`src/rtl/bus_sync_pkg.sv`:
```
// Shared constants for the bus_sync source-side front end.
//   ST_IDLE / ST_HOLD / ST_GAP : transmit FSM state encodings
//   BUS_WIDTH_DEFAULT          : default data width, matches bus_sync
package bus_sync_pkg;

   localparam int unsigned BUS_WIDTH_DEFAULT = 8;

   localparam logic [1:0] ST_IDLE = 2'd0;
   localparam logic [1:0] ST_HOLD = 2'd1;
   localparam logic [1:0] ST_GAP  = 2'd2;

endpackage : bus_sync_pkg

```
`src/rtl/sync_fifo.sv`:
```
// Single-clock FIFO with wrap-bit pointers and a registered occupancy count.
//   clk, rst : clock, synchronous active-high reset (empties the FIFO)
//   push     : write wdata (ignored when full)
//   pop      : drop the head word (ignored when empty)
//   wdata    : word to write
//   rdata    : current head word, combinational
//   full     : no free entry
//   empty    : no stored entry
//   level    : registered number of stored words
module sync_fifo #(
   parameter int unsigned BUS_WIDTH  = 8,
   parameter int unsigned FIFO_DEPTH = 4
) (
   input  logic                            clk,
   input  logic                            rst,
   input  logic                            push,
   input  logic                            pop,
   input  logic [BUS_WIDTH-1:0]            wdata,
   output logic [BUS_WIDTH-1:0]            rdata,
   output logic                            full,
   output logic                            empty,
   output logic [$clog2(FIFO_DEPTH):0]     level
);

   localparam int unsigned AW = $clog2(FIFO_DEPTH);
   localparam int unsigned PW = AW + 1;

   logic [BUS_WIDTH-1:0] mem [FIFO_DEPTH];
   logic [PW-1:0]        wr_ptr;
   logic [PW-1:0]        rd_ptr;
   logic                 do_push;
   logic                 do_pop;

   // Same address with differing wrap bits means the writer lapped the reader.
   assign full    = (wr_ptr[AW] != rd_ptr[AW]) && (wr_ptr[AW-1:0] == rd_ptr[AW-1:0]);
   assign empty   = (wr_ptr == rd_ptr);
   assign do_push = push && !full;
   assign do_pop  = pop && !empty;
   assign rdata   = mem[rd_ptr[AW-1:0]];

   // Storage array; contents need no reset since pointers gate visibility.
   always_ff @(posedge clk) begin
      if (do_push && !rst) begin
         mem[wr_ptr[AW-1:0]] <= wdata;
      end
   end

   // Pointers and occupancy.
   always_ff @(posedge clk) begin
      if (rst) begin
         wr_ptr <= '0;
         rd_ptr <= '0;
         level  <= '0;
      end else begin
         if (do_push) begin
            wr_ptr <= wr_ptr + PW'(1);
         end
         if (do_pop) begin
            rd_ptr <= rd_ptr + PW'(1);
         end
         case ({do_push, do_pop})
            2'b10:   level <= level + PW'(1);
            2'b01:   level <= level - PW'(1);
            default: level <= level;
         endcase
      end
   end

endmodule : sync_fifo

```
`src/rtl/bus_sync_tx_ctrl.sv`:
```
// Source-domain front end for bus_sync: buffers producer words and emits each
// on tx_data with an EN pulse of fixed high time and a guaranteed low gap,
// keeping tx_data stable across the whole transfer.
//   clk, rst  : source clock, synchronous active-high reset
//   in_data   : producer word
//   in_valid  : producer word valid
//   in_ready  : FIFO can accept (not full, not in reset), combinational
//   tx_data   : registered word to bus_sync
//   EN        : registered enable to bus_sync
//   busy      : FSM active or words pending, combinational
//   level     : registered FIFO occupancy
module bus_sync_tx_ctrl
   import bus_sync_pkg::*;
#(
   parameter int unsigned BUS_WIDTH   = BUS_WIDTH_DEFAULT,
   parameter int unsigned FIFO_DEPTH  = 4,
   parameter int unsigned HOLD_CYCLES = 2,
   parameter int unsigned GAP_CYCLES  = 2
) (
   input  logic                            clk,
   input  logic                            rst,
   input  logic [BUS_WIDTH-1:0]            in_data,
   input  logic                            in_valid,
   output logic                            in_ready,
   output logic [BUS_WIDTH-1:0]            tx_data,
   output logic                            EN,
   output logic                            busy,
   output logic [$clog2(FIFO_DEPTH):0]     level
);

   localparam int unsigned CNT_MAX = (HOLD_CYCLES > GAP_CYCLES) ? HOLD_CYCLES : GAP_CYCLES;
   localparam int unsigned CNT_W   = (CNT_MAX > 1) ? $clog2(CNT_MAX) : 1;

   logic [1:0]           state;
   logic [1:0]           state_nxt;
   logic [CNT_W-1:0]     cnt;
   logic [CNT_W-1:0]     cnt_nxt;
   logic                 en_nxt;
   logic [BUS_WIDTH-1:0] tx_data_nxt;
   logic                 pop;
   logic                 push;
   logic                 full;
   logic                 empty;
   logic [BUS_WIDTH-1:0] head;

   // Ready looks only at current occupancy, so a same-cycle pop never frees a slot.
   assign in_ready = !full && !rst;
   assign push     = in_valid && in_ready;
   assign busy     = (state != ST_IDLE) || !empty;

   sync_fifo #(
      .BUS_WIDTH  (BUS_WIDTH),
      .FIFO_DEPTH (FIFO_DEPTH)
   ) u_fifo (
      .clk   (clk),
      .rst   (rst),
      .push  (push),
      .pop   (pop),
      .wdata (in_data),
      .rdata (head),
      .full  (full),
      .empty (empty),
      .level (level)
   );

   // State, counter and output registers.
   always_ff @(posedge clk) begin
      if (rst) begin
         state   <= ST_IDLE;
         cnt     <= '0;
         EN      <= 1'b0;
         tx_data <= '0;
      end else begin
         state   <= state_nxt;
         cnt     <= cnt_nxt;
         EN      <= en_nxt;
         tx_data <= tx_data_nxt;
      end
   end

   // Next-state logic; a pop always coincides with loading tx_data and raising EN.
   always_comb begin
      state_nxt   = state;
      cnt_nxt     = cnt;
      en_nxt      = EN;
      tx_data_nxt = tx_data;
      pop         = 1'b0;

      case (state)
         ST_IDLE: begin
            en_nxt = 1'b0;
            if (!empty) begin
               pop         = 1'b1;
               tx_data_nxt = head;
               en_nxt      = 1'b1;
               cnt_nxt     = CNT_W'(HOLD_CYCLES - 1);
               state_nxt   = ST_HOLD;
            end
         end
         ST_HOLD: begin
            if (cnt == '0) begin
               en_nxt    = 1'b0;
               cnt_nxt   = CNT_W'(GAP_CYCLES - 1);
               state_nxt = ST_GAP;
            end else begin
               cnt_nxt = cnt - CNT_W'(1);
            end
         end
         ST_GAP: begin
            if (cnt != '0) begin
               cnt_nxt = cnt - CNT_W'(1);
            end else if (!empty) begin
               // Back-to-back word: skip IDLE to keep the period at HOLD+GAP.
               pop         = 1'b1;
               tx_data_nxt = head;
               en_nxt      = 1'b1;
               cnt_nxt     = CNT_W'(HOLD_CYCLES - 1);
               state_nxt   = ST_HOLD;
            end else begin
               state_nxt = ST_IDLE;
            end
         end
         default: begin
            en_nxt    = 1'b0;
            state_nxt = ST_IDLE;
         end
      endcase
   end

endmodule : bus_sync_tx_ctrl

```
`config.mk`:
```
export PLATFORM = sky130hd
export DESIGN_NAME = bus_sync_tx_ctrl
export DESIGN_NICKNAME = d
export VERILOG_FILES = /design/src/rtl/bus_sync_pkg.sv /design/src/rtl/sync_fifo.sv /design/src/rtl/bus_sync_tx_ctrl.sv
export SDC_FILE = /design/constraint.sdc
export NUM_CORES = 1
export LEC_CHECK = 0
export CAP_MARGIN = 20
export CORE_MARGIN = 2
export CORE_UTILIZATION = 50
export CTS_BUF_LIST = sky130_fd_sc_hd__clkbuf_2 sky130_fd_sc_hd__clkbuf_4 sky130_fd_sc_hd__clkbuf_8
export DETAILED_ROUTE_END_ITERATION = 10
export PLACE_DENSITY = 0.72
export SLEW_MARGIN = 20
export SYNTH_ARGS = -nofsm -noshare
export SYNTH_HDL_FRONTEND = slang
export SYNTH_SLANG_ARGS = --single-unit
```
`constraint.sdc`:
```
create_clock -name clk -period 5.1 [get_ports clk]
set_clock_uncertainty 0.1 [all_clocks]
set_input_delay 1.275 -clock clk [delete_from_list [all_inputs] [get_ports clk]]
set_output_delay 1.275 -clock clk [all_outputs]
set_load 0.03 [all_outputs]
```
==> results.txt <==
Buffers inserted during clock tree synthesis total 5. CTS saw between 50 and 60 sinks. The leftover overflow at the end of global routing is 0. The total buffers and inverters traversed by the critical path is 2. The number of standard cells in the layout, taps in and fillers out is approximately 240.

The remaining max-slew budget at the tightest pin came out at slightly below 60%. The max-slew violation count is 0. The average size of a mapped cell is between 10 and 15 µm². The finished cells cover about 2700 µm². STA classifies the critical path startpoint as a primary input. After detailed routing, no signal wire sits above met4. The worst IR drop on VDD came out at around 0.42 mV.

The hold violation total from the final report is 0. The leakage component of the power is between 0.9 and 1 nW. Traced cell by cell, the critical path runs through clkdlybuf4s50_1, a31oi_1, clkdlybuf4s50_1. The switching share of power came out at a little over a third. The total wire length after detailed routing is just over 4000 µm. The initial antenna violation count came to 0.

The power density over the cells is between 500 and 600 nW/µm². The data required time at the worst endpoint came out at 3720 ps. After detailed placement, the total cell area comes to 2650 µm².

The total half-perimeter wirelength after legalization and detailed placement is ~2800 µm. The number of DRC markers after the initial detailed-route iteration is about 110. CTS built an H-tree with a depth of 2.

Combinational logic burns 42.0% of the power. The maximum fanout along the worst path came out at 6. The die footprint came out at between 5000 and 6000 µm².

The peak per-stage delay on the critical path came out at between 700 and 800 ps. The final cell utilization of the core is slightly above 60%. The detailed route wirelength on metal2 came out at around 2200 µm. The largest individual stage delay along the critical path comes from the cell clkdlybuf4s50_1. The first-pass GRT wire length came out at roughly 6700 µm. The cell area after synthesis is 2350 µm². Clock-pin slew was measured on the worst setup and hold paths at ~90 ps.

The total net switching power is 0.521 mW. The worst setup path is captured at an output pin. The horizontal die dimension came out at about 73 µm.

The fraction of layout cells with a size suffix above 1 is between 10% and 20%. Pin placement for this block handled 25 I/O pins. The pin count of the biggest net entering global routing came out at 24. The final net count came out at between 200 and 250.

The net count after synthesis came out at 184. Timing would allow up to between 200 and 250 MHz. The sequential group share of total power is between 40% and 50%.

For this run, the leading register cell type out of synthesis is edfxtp_1. Sorting the synthesized cells by how often they occur yields edfxtp_1, dfxtp_1, nor2_1, mux2i_1, ha_1. The number of synthesized flops with an enable pin is 32. Broken down by cell family, the worst path's largest delay share belongs to buffers and inverters. The number of endpoints failing setup at the final stage came out at 0. The minimum period implied by the final worst setup slack came out at 4220 ps. Setup repair after global routing left no endpoint under its margin. The final critical-path share of the clock period is 82.7%. The relative contribution of the clock network to total power came out at 16.0%. Once placement completed, the tool counted placed cells totaling roughly 230. The area of the core region is 4440 µm². The post-layout total power came out at around 1.5 mW. The congestion estimate from routability-driven global placement came to just over 0.8. The maximum clock path buffer count is 2. The number of unique standard cell types used by synthesis came out at 33. The number of global-route vias before repair came to around 1400. The total iterations of the first detailed-routing run is 4. The cell-internal power is approximately 0.94 mW.

The growth of design area from synthesis to finish is 16.4%. The sequential-to-total area share from yosys stat is between 60% and 70%. TritonCTS built the clock tree. At the pin with the least slew margin, the transition time is 630 ps.

The wire length per cell is 16.8 µm. The final worst hold slack came out at about 390 ps. The total length of routed met3 wires came out at 147 µm. The DRC violation count after routing is 0. After detailed routing, the wire length on met1 is 1710 µm. Counting flops and latches in the post-synthesis netlist gives 55. The effective utilization at floorplan is between 50% and 60%. Buffers placed on the I/O ports in this run total 24.

The max-capacitance violation count is 0. The worst setup slack before clock tree synthesis is 880 ps. The critical path is of the in2out type. The worst hold-check path type is reg2reg. The minimum setup slack in the final design is slightly below 900 ps. Global routing used approximately 17% of the available tracks across all layers.

The root cell of the clock tree is clkbuf_8. The cts-stage hold buffer count came out at 0. The area share of the largest cell type after synthesis is 40.9%.

For the final routed database, the setup TNS stands at 0 ps. In the synthesized netlist the async set-or-reset flop fraction comes to 0%. Buffers added to address setup during post-CTS repair amount to 0. The post-route antenna net violation count is 0.

The vias after detailed routing came out at 1354. The antenna diode count came out at 0. The post-cts resize count is 0. Yosys attributes the largest share of cell area to edfxtp_1, dfxtp_1, mux4_2. In this design, the critical path's most frequently occurring cell is clkdlybuf4s50_1.

The most instantiated library cell after synthesis is edfxtp_1. The synthesized design spends more area on one cell type than any other, namely edfxtp_1. In this run the vertical extent of the chip is approximately 73 µm.

Clock latency on the worst-skew pair, taken at its later pin, is 300 ps. At the worst endpoint, the arrival time is 2840 ps. The number of rows created at floorplan came out at 24. The Yosys step of the flow raised 0 warnings. The flow ran to the end, and the final reports show no timing, DRC or antenna violations. The post-synthesis instance total is between 150 and 200. The detail-routed via count per cell came out at roughly 5.6.
==> final cells by class <==
cell class,count,area (µm²)
Clock buffer,6,76.3
Clock inverter,2,12.5
Fill cell,367,1710
Inverter,7,26.3
Multi-Input combinational cell,95,888
Sequential cell,55,1420
Tap cell,52,65.1
Timing Repair Buffer,25,248
==> placed cells by master, fill, tap and decap left out, drive strengths merged, types with 2 or more instances in the layout <==
cell type      count
a21oi              5
a32oi              2
a41oi              2
and3               4
clkbuf             6
clkdlybuf4s50     24
dfxtp             23
edfxtp            32
ha                11
inv                7
mux2i             12
mux4               8
nand2b             4
nor2              19
o21ai              2
or3                2
xnor2              6
xor2               5
==> routing by layer <==
metal / track usage, % / vias to the layer above
met4: 4.32 / 0
li1: - / 649
met2: 30.9 / 22
met5: 0 / -
met3: 4.14 / 2
met1: 20.5 / 681
==> power by group through the flow <==
stage          sequential, mW  clock [mW]  combinational, mW
6_report                0.612       0.233              0.612
5_1_grt                 0.624       0.260              0.664
4_1_cts                 0.614       0.243              0.617
3_5_place_dp            0.624           0              0.616
3_3_place_gp            0.620           0              0.593
2_1_floorplan           0.673           0              0.383
==> worst register-to-register path, cell delays in order, from the launching register on <==
cell and delay, ps:
dfxtp_1 450, xnor2_1 240, a31oi_1 460, and2_1 190, inv_1 40, ha_1 200, fa_1 380, xnor2_1 140
or3_1 300, a21oi_1 150
==> final timing paths <==
path	start	end	slack [ps]	cells past startpoint
max reg2reg	u_fifo.wr_ptr[0]	u_fifo.level[2]	2370	9
min reg2reg	EN	EN	390	2
max	rst	in_ready	880	3
min	EN	EN	390	2
==> cell families after synthesis <==
kind of cell             after synthesis  synth area share [%]
flip-flops                            55                  60.5
XOR/XNOR                              11                  4.74
AND/OR/NAND/NOR                       33                  6.65
AO/OA/AOI/OAI                         18                  6.44
multiplexers                          21                  13.3
buffers and inverters                 11                  1.76
adder cells (fa/ha/maj)               12                  6.71
==> sequential cells by signal, indices dropped and copies added (netlist names), named ones only <==
register	cells
EN	1
u_fifo.mem	32
cnt	1
u_fifo.wr_ptr	3
u_fifo.rd_ptr	3
state	2
tx_data	8
u_fifo.level	3
Note: power is estimated with default switching activity, not from simulation.
==> edit 1, RTL diff (same flow settings) <==
`tx_data` no longer has a reset.
--- a/src/rtl/bus_sync_tx_ctrl.sv
+++ b/src/rtl/bus_sync_tx_ctrl.sv
@@ -69,13 +69,15 @@
          state   <= ST_IDLE;
          cnt     <= '0;
          EN      <= 1'b0;
-         tx_data <= '0;
       end else begin
          state   <= state_nxt;
          cnt     <= cnt_nxt;
          EN      <= en_nxt;
-         tx_data <= tx_data_nxt;
       end
+   end
+
+   always_ff @(posedge clk) begin
+      tx_data <= tx_data_nxt;
    end
 
    // Next-state logic; a pop always coincides with loading tx_data and raising EN.
Check against the original RTL: differs if rst is asserted again (counterexample within 4 cycles, from zero or initial values and one cycle with rst high); with rst held inactive, the same outputs for 10 cycles.
==> edit 1 against the original RTL <==
Sequential cell count unchanged; routed wire length fell by 9.3%; combinational power is 10% lower; first-iteration DRC count down 18%; design area is 1.2% lower; synthesized area down 2.2%; via count is 8.0% lower; setup slack better by 0.064 ns; critical path depth unchanged; total power grew 0.92%; critical path type unchanged; critical endpoint unchanged; largest power group unchanged.
==> edit 1: results (changes against the original RTL) <==
Worst hold path:
- The origin of the worst min-delay path is EN.
- The class of the tightest hold or removal check is reg2reg.

Global routing:
- The total track usage was 0.1627 (-0.008323).
- The via count of the first global-routing pass came to 1263 (-10%).
- The pin count of the biggest net entering global routing is 16 (-33%).
- The global-route wire length before repair came to 6223 um (-7.0%).

Route:
- The number of optimization iterations in the first detailed-route pass is 4 (unchanged).
- The final wirelength is 3696 um (-9.3%).
- The violation count after the first detailed-route iteration is 89 (-18%).
- The per-cell via count in the routed design came to 5.513 (-1.5%).

Clock network:
- The number of buffers on the longest clock path came to 2 (unchanged).
- The level count of the clock H-tree is 2 (unchanged).

Yosys:
- The number of synthesized flops with an enable pin is 40 (+25%).
- The proportion of register bits with asynchronous set or reset after synthesis is 0 (unchanged).
- The most used flip-flop cell after synthesis is sky130_fd_sc_hd__edfxtp_1.
- The number of nets produced by synthesis is 169 (-8.2%).
- The distinct cell type count of the synthesized netlist is 34 (+3.0%).
- The mean instance size in the synthesized netlist is 15.85 sq um (+8.6%).
- The register area share after synthesis was 0.6532 (+0.04866).
- By area the synthesized netlist is led by sky130_fd_sc_hd__edfxtp_1 52%, sky130_fd_sc_hd__dfxtp_1 13%, sky130_fd_sc_hd__mux4_2 7.8%, sky130_fd_sc_hd__ha_1 6.5%, sky130_fd_sc_hd__xnor2_1 2.3%.
- By count the netlist is led by 40 x sky130_fd_sc_hd__edfxtp_1, 15 x sky130_fd_sc_hd__dfxtp_1, 12 x sky130_fd_sc_hd__ha_1, 11 x sky130_fd_sc_hd__nor2_1, 8 x sky130_fd_sc_hd__mux4_2.

Finish:
- The number of filler instances in the final layout is 330 (-10%).
- The fraction of final layout cells sized beyond drive strength 1 came to 0.1264 (+0.01065).
- The number of nets in the final layout is 198 (-6.6%).
- The non-filler instance count after layout is 226 (-6.6%).

Timing:
- The number of pins with negative max-slew slack in the final report is 0 (unchanged).
- The slew at the pin closest to its max-slew limit is 0.5712 ns (-0.05836 ns).

Placement:
- The detailed-placement wirelength estimate was 2589 um (-9.1%).
- The total placed cells including tap cells is 219 (-6.4%).
- The last weighted congestion value of the routability-driven placer is 0.8357 (+2.1%).

Critical path:
- In this run the critical register-to-register path is launched from u_fifo.wr_ptr[1].
- The reg2reg setup slack came to 2.47 ns (+0.10 ns).
- In this run the critical register-to-register path is captured at u_fifo.level[2].
- The worst-case reg-to-reg path depth is 9 (unchanged).
- The worst endpoint data arrival time came to 2.78 ns (-0.06 ns).

Power:
- The worst IR drop on VDD was 0.0003321 V (-22%).
- The total leakage power is 0.0009758 uW (-2.1%).

Run status:
- The flow ran to the end, and the final reports show no timing, DRC or antenna violations.
==> edit 1: changes by cell type in the layout (fill, tap and decap cells not counted), moves of 2 or more <==
cell / before / now
sky130_fd_sc_hd__mux2i_1: 12 / 4
sky130_fd_sc_hd__dfxtp_1: 23 / 15
sky130_fd_sc_hd__nor2_1: 19 / 11
sky130_fd_sc_hd__xnor2_1: 4 / 6
sky130_fd_sc_hd__edfxtp_1: 32 / 40
sky130_fd_sc_hd__xnor2_2: 2 / 0
==> edit 1: layout make-up <==
| class | count | area (sq um) | area share |
|---|---|---|---|
| Sequential cell | 55 | 1501 | 0.5550 |
| Multi-Input combinational cell | 80 | 758.2 | 0.2803 |
| Timing Repair Buffer | 25 | 247.7 | 0.09158 |
| Clock buffer | 6 | 76.32 | 0.02821 |
| Tap cell | 52 | 65.06 | 0.02405 |
| Clock inverter | 1 | 30.03 | 0.01110 |
| Inverter | 7 | 26.28 | 0.009713 |
==> edit 1: layer usage <==
metal  GRT usage  vias to the layer above  share of wire
met4     0.05241                        0          0.014
met5           0                        -              0
met1      0.2146                      615           0.46
met2      0.2613                       27           0.48
met3     0.04782                        6          0.045
li1            -                      598              -
==> edit 1: worst max path at each step <==
stage                     start         endpoint  slack [ns]  depth (start not counted)
after global placement      rst         in_ready        0.98                          3
after detailed placement    rst         in_ready        0.97                          3
final                       rst         in_ready        0.95                          3
after floorplan             rst  u_fifo.level[2]        1.64                          8
after global routing        rst         in_ready        0.84                          3
after CTS                   rst         in_ready        0.95                          3
==> edit 1: cells by family (layout without fill, tap and decap cells) <==
group / count (synthesis) / count (layout) / synth area share
buf+inv: 10 / 39 / 0.01687
flops: 55 / 55 / 0.6532
fa+ha+maj: 13 / 13 / 0.07403
xor+xnor: 11 / 11 / 0.04192
mux: 13 / 13 / 0.1007
simple gates: 25 / 25 / 0.05662
compound gates: 18 / 18 / 0.05662
==> edit 1: worst max-delay path: stages <==
cell and delay [ns]:
sky130_fd_sc_hd__clkdlybuf4s50_1 0.43, sky130_fd_sc_hd__a31oi_1 0.33, sky130_fd_sc_hd__clkdlybuf4s50_1 0.75
==> edit 1: per-stage QoR <==
stage               instance area [sq um]  utilization  power [uW]  hold WS [ns]  worst slack (ns)
CTS                                  2705       0.6170        1485        0.3780            0.9490
global route                         2705       0.6170        1552        0.4251            0.8373
global placement                     2599       0.5928        1189        0.3643            0.9783
detailed placement                   2599       0.5928        1211        0.3669            0.9695
floorplan                            2298            -        1026        0.4049             1.636
finish                               2705       0.6170        1470        0.3763            0.9491
==> edit 1: power by group <==
group	leakage (uW)	internal [uW]	switching [uW]
clock	0.0000547	149	126
combinational	0.000431	254	296
sequential	0.000490	578	67.3
total	0.000976	981	490
==> edit 2, RTL diff (same settings) <==
Without the edit above. The package constant `BUS_WIDTH_DEFAULT` goes from 8 to 10.
--- a/src/rtl/bus_sync_pkg.sv
+++ b/src/rtl/bus_sync_pkg.sv
@@ -3,7 +3,7 @@
 //   BUS_WIDTH_DEFAULT          : default data width, matches bus_sync
 package bus_sync_pkg;
 
-   localparam int unsigned BUS_WIDTH_DEFAULT = 8;
+   localparam int unsigned BUS_WIDTH_DEFAULT = 10;
 
    localparam logic [1:0] ST_IDLE = 2'd0;
    localparam logic [1:0] ST_HOLD = 2'd1;
Interface: changed (resized in_data and tx_data); port bits go from 25 to 29. No check against the original RTL was run, so the function may have changed too.
==> edit 2 against the original RTL <==
Total power increased by 29%; design area increased by 19%; sequential share of layout area increased by 0.13 points; routed wire length increased by 22%; sequential cell count increased by 10; sequential power increased by 18%; setup slack improved by 0.057 ns; synthesized area increased by 15%.
==> edit 2: results (changes against the original RTL) <==
Global routing:
- The total track usage is 0.1794 (+0.008358).
- The global-route wire length before repair is 7983 um (+19%).
- The via count of the first global-routing pass was 1623 (+16%).
- The pin count of the biggest net entering global routing is 26 (+8.3%).
- The initial antenna violation count is 0 (unchanged).

Route:
- The total number of vias is 1547 (+14%).
- The violation count after the first detailed-route iteration is 76 (-30%).
- The final wirelength came to 4956 um (+22%).
- The average wire length per cell after detail routing is 17.09 um (+1.5%).
- The number of optimization iterations in the first detailed-route pass is 4 (unchanged).

Clock network:
- The clock slew seen by the registers of the worst setup and hold paths came to 0.07 ns (-0.02 ns).
- The clock insertion delay at the later pin of the skew report is 0.32 ns (+0.02 ns).
- The level count of the clock H-tree was 3 (+1).
- The tree is rooted in a sky130_fd_sc_hd__clkbuf_8.
- The total of cells resized after clock tree synthesis is 0 (unchanged).
- The number of buffers on the longest clock path is 2 (unchanged).
- The number of CTS-inserted buffers is 9 (+4).
- The post-CTS setup-driven buffer insertion count was 0 (unchanged).

Finish:
- The fraction of final layout cells sized beyond drive strength 1 was 0.1364 (+0.02057).
- The number of filler instances in the final layout was 390 (+6.3%).
- The number of nets in the final layout is 241 (+14%).
- The total inserted antenna cells is 0 (unchanged).
- The flip-flop count of the largest register, all copies and words added is 40 (+25%).

Placement:
- The count of port buffers added during placement is 28 (+17%).
- The last weighted congestion value of the routability-driven placer is 0.7732 (-5.5%).
- The total placed cells including tap cells is 274 (+17%).
- The detailed-placement wirelength estimate is 3328 um (+17%).

Critical path:
- The slowest stage of the critical path is the sky130_fd_sc_hd__clkdlybuf4s50_1 cell.
- For this run, the slowest stage of the critical path takes 0.75 ns.
- The worst endpoint data arrival time was 2.78 ns (-0.06 ns).
- The largest driver fanout on the critical path was 6 (unchanged).
- On the critical path the largest part of the delay comes from buffers and inverters.

Power:
- The total leakage power was 0.001199 uW (+20%).
- The worst IR drop on VDD is 0.0003454 V (-19%).

Worst hold path:
- The class of the tightest hold or removal check is reg2reg.

Yosys:
- The register area share after synthesis is 0.6314 (+0.02681).
- The proportion of register bits with asynchronous set or reset after synthesis is 0 (unchanged).
- The gate count after technology mapping was 180 (+12%).
- Counting instances in the post-synthesis netlist gives the leading cell types as 40 x sky130_fd_sc_hd__edfxtp_1, 25 x sky130_fd_sc_hd__dfxtp_1, 21 x sky130_fd_sc_hd__nor2_1, 14 x sky130_fd_sc_hd__mux2i_1, 12 x sky130_fd_sc_hd__ha_1.
- The number of synthesized flops with an enable pin is 40 (+25%).
- The number of nets produced by synthesis is 206 (+12%).
- The warning count from the yosys run was 0 (unchanged).
- By area the synthesized netlist is led by sky130_fd_sc_hd__edfxtp_1 45%, sky130_fd_sc_hd__dfxtp_1 19%, sky130_fd_sc_hd__mux4_2 8.4%, sky130_fd_sc_hd__ha_1 5.6%, sky130_fd_sc_hd__mux2i_1 5.2%.
- The most used flip-flop cell after synthesis is sky130_fd_sc_hd__edfxtp_1.
- The distinct cell type count of the synthesized netlist came to 34 (+3.0%).

Timing:
- The slew at the pin closest to its max-slew limit is 0.6914 ns (+0.06190 ns).

Run status:
- The run finished with clean final reports.
-- edit 2: changes by cell type after synthesis, sizes merged --
cell    delta
edfxtp     +8
clkbuf     +2
dfxtp      +2
mux2i      +2
mux4       +2
nor2       +2
ha         +1
-- edit 2: final cells by class --
type | instances | area [sq um] | area share
clock buffer | 9 | 123.9 | 0.03789
clock inverter | 7 | 95.09 | 0.02909
inverter | 7 | 26.28 | 0.008037
multi-input combinational | 102 | 939.7 | 0.2874
sequential | 65 | 1702 | 0.5205
tap | 70 | 87.58 | 0.02679
timing repair buffer | 30 | 295.3 | 0.09032
-- edit 2: per-stage QoR --
stage,hold WS [ns],worst slack (ns),util,cell area [sq um]
after CTS,0.3824,0.9523,0.6361,3269
final,0.3786,0.9422,0.6361,3269
after global placement,0.3658,1.015,0.5935,3050
after global routing,0.4278,0.8618,0.6361,3269
after floorplan,0.4154,1.472,-,2695
after detailed placement,0.3721,0.9569,0.5935,3050
-- edit 2: worst register-to-register path: cells and delay by family, from the launching register on --
kind / cells / cell delay [ns]
flops: 1 / 0.45
xor+xnor: 2 / 0.37
simple gates: 2 / 0.50
compound gates: 2 / 0.56
buf+inv: 1 / 0.04
fa+ha+maj: 2 / 0.59
-- edit 2: path summary, 6_finish.rpt --
path | start | slack, ns | to | cells after the start
max reg2reg | u_fifo.wr_ptr[1] | 2.42 | u_fifo.level[2] | 9
min | EN | 0.38 | EN | 2
max | rst | 0.94 | in_ready | 3
min reg2reg | EN | 0.38 | EN | 2
-- edit 2: kinds of logic (layout without fill, tap and decap cells) --
kind of cell,count (synthesis),count (layout),share of synthesized area
fa+ha+maj,13,13,0.06314
buf+inv,13,53,0.01996
compound gates,18,18,0.04922
xor+xnor,11,11,0.03575
flops,65,65,0.6314
simple gates,35,35,0.06081
mux,25,25,0.1397
-- edit 2: routing by layer --
metal / vias up / track usage / routed length [um]
met2: 43 / 0.3148 / 2666
met4: 0 / 0.08571 / 42
met3: 4 / 0.04070 / 201
met1: 757 / 0.2077 / 2045
li1: 743 / - / -
met5: - / 0 / 0
-- edit 2: report_power, final --
| group | switching, uW | internal [uW] |
|---|---|---|
| registers | 82.9 | 641 |
| clock network | 197 | 275 |
| logic | 356 | 323 |
| total | 637 | 1240 |
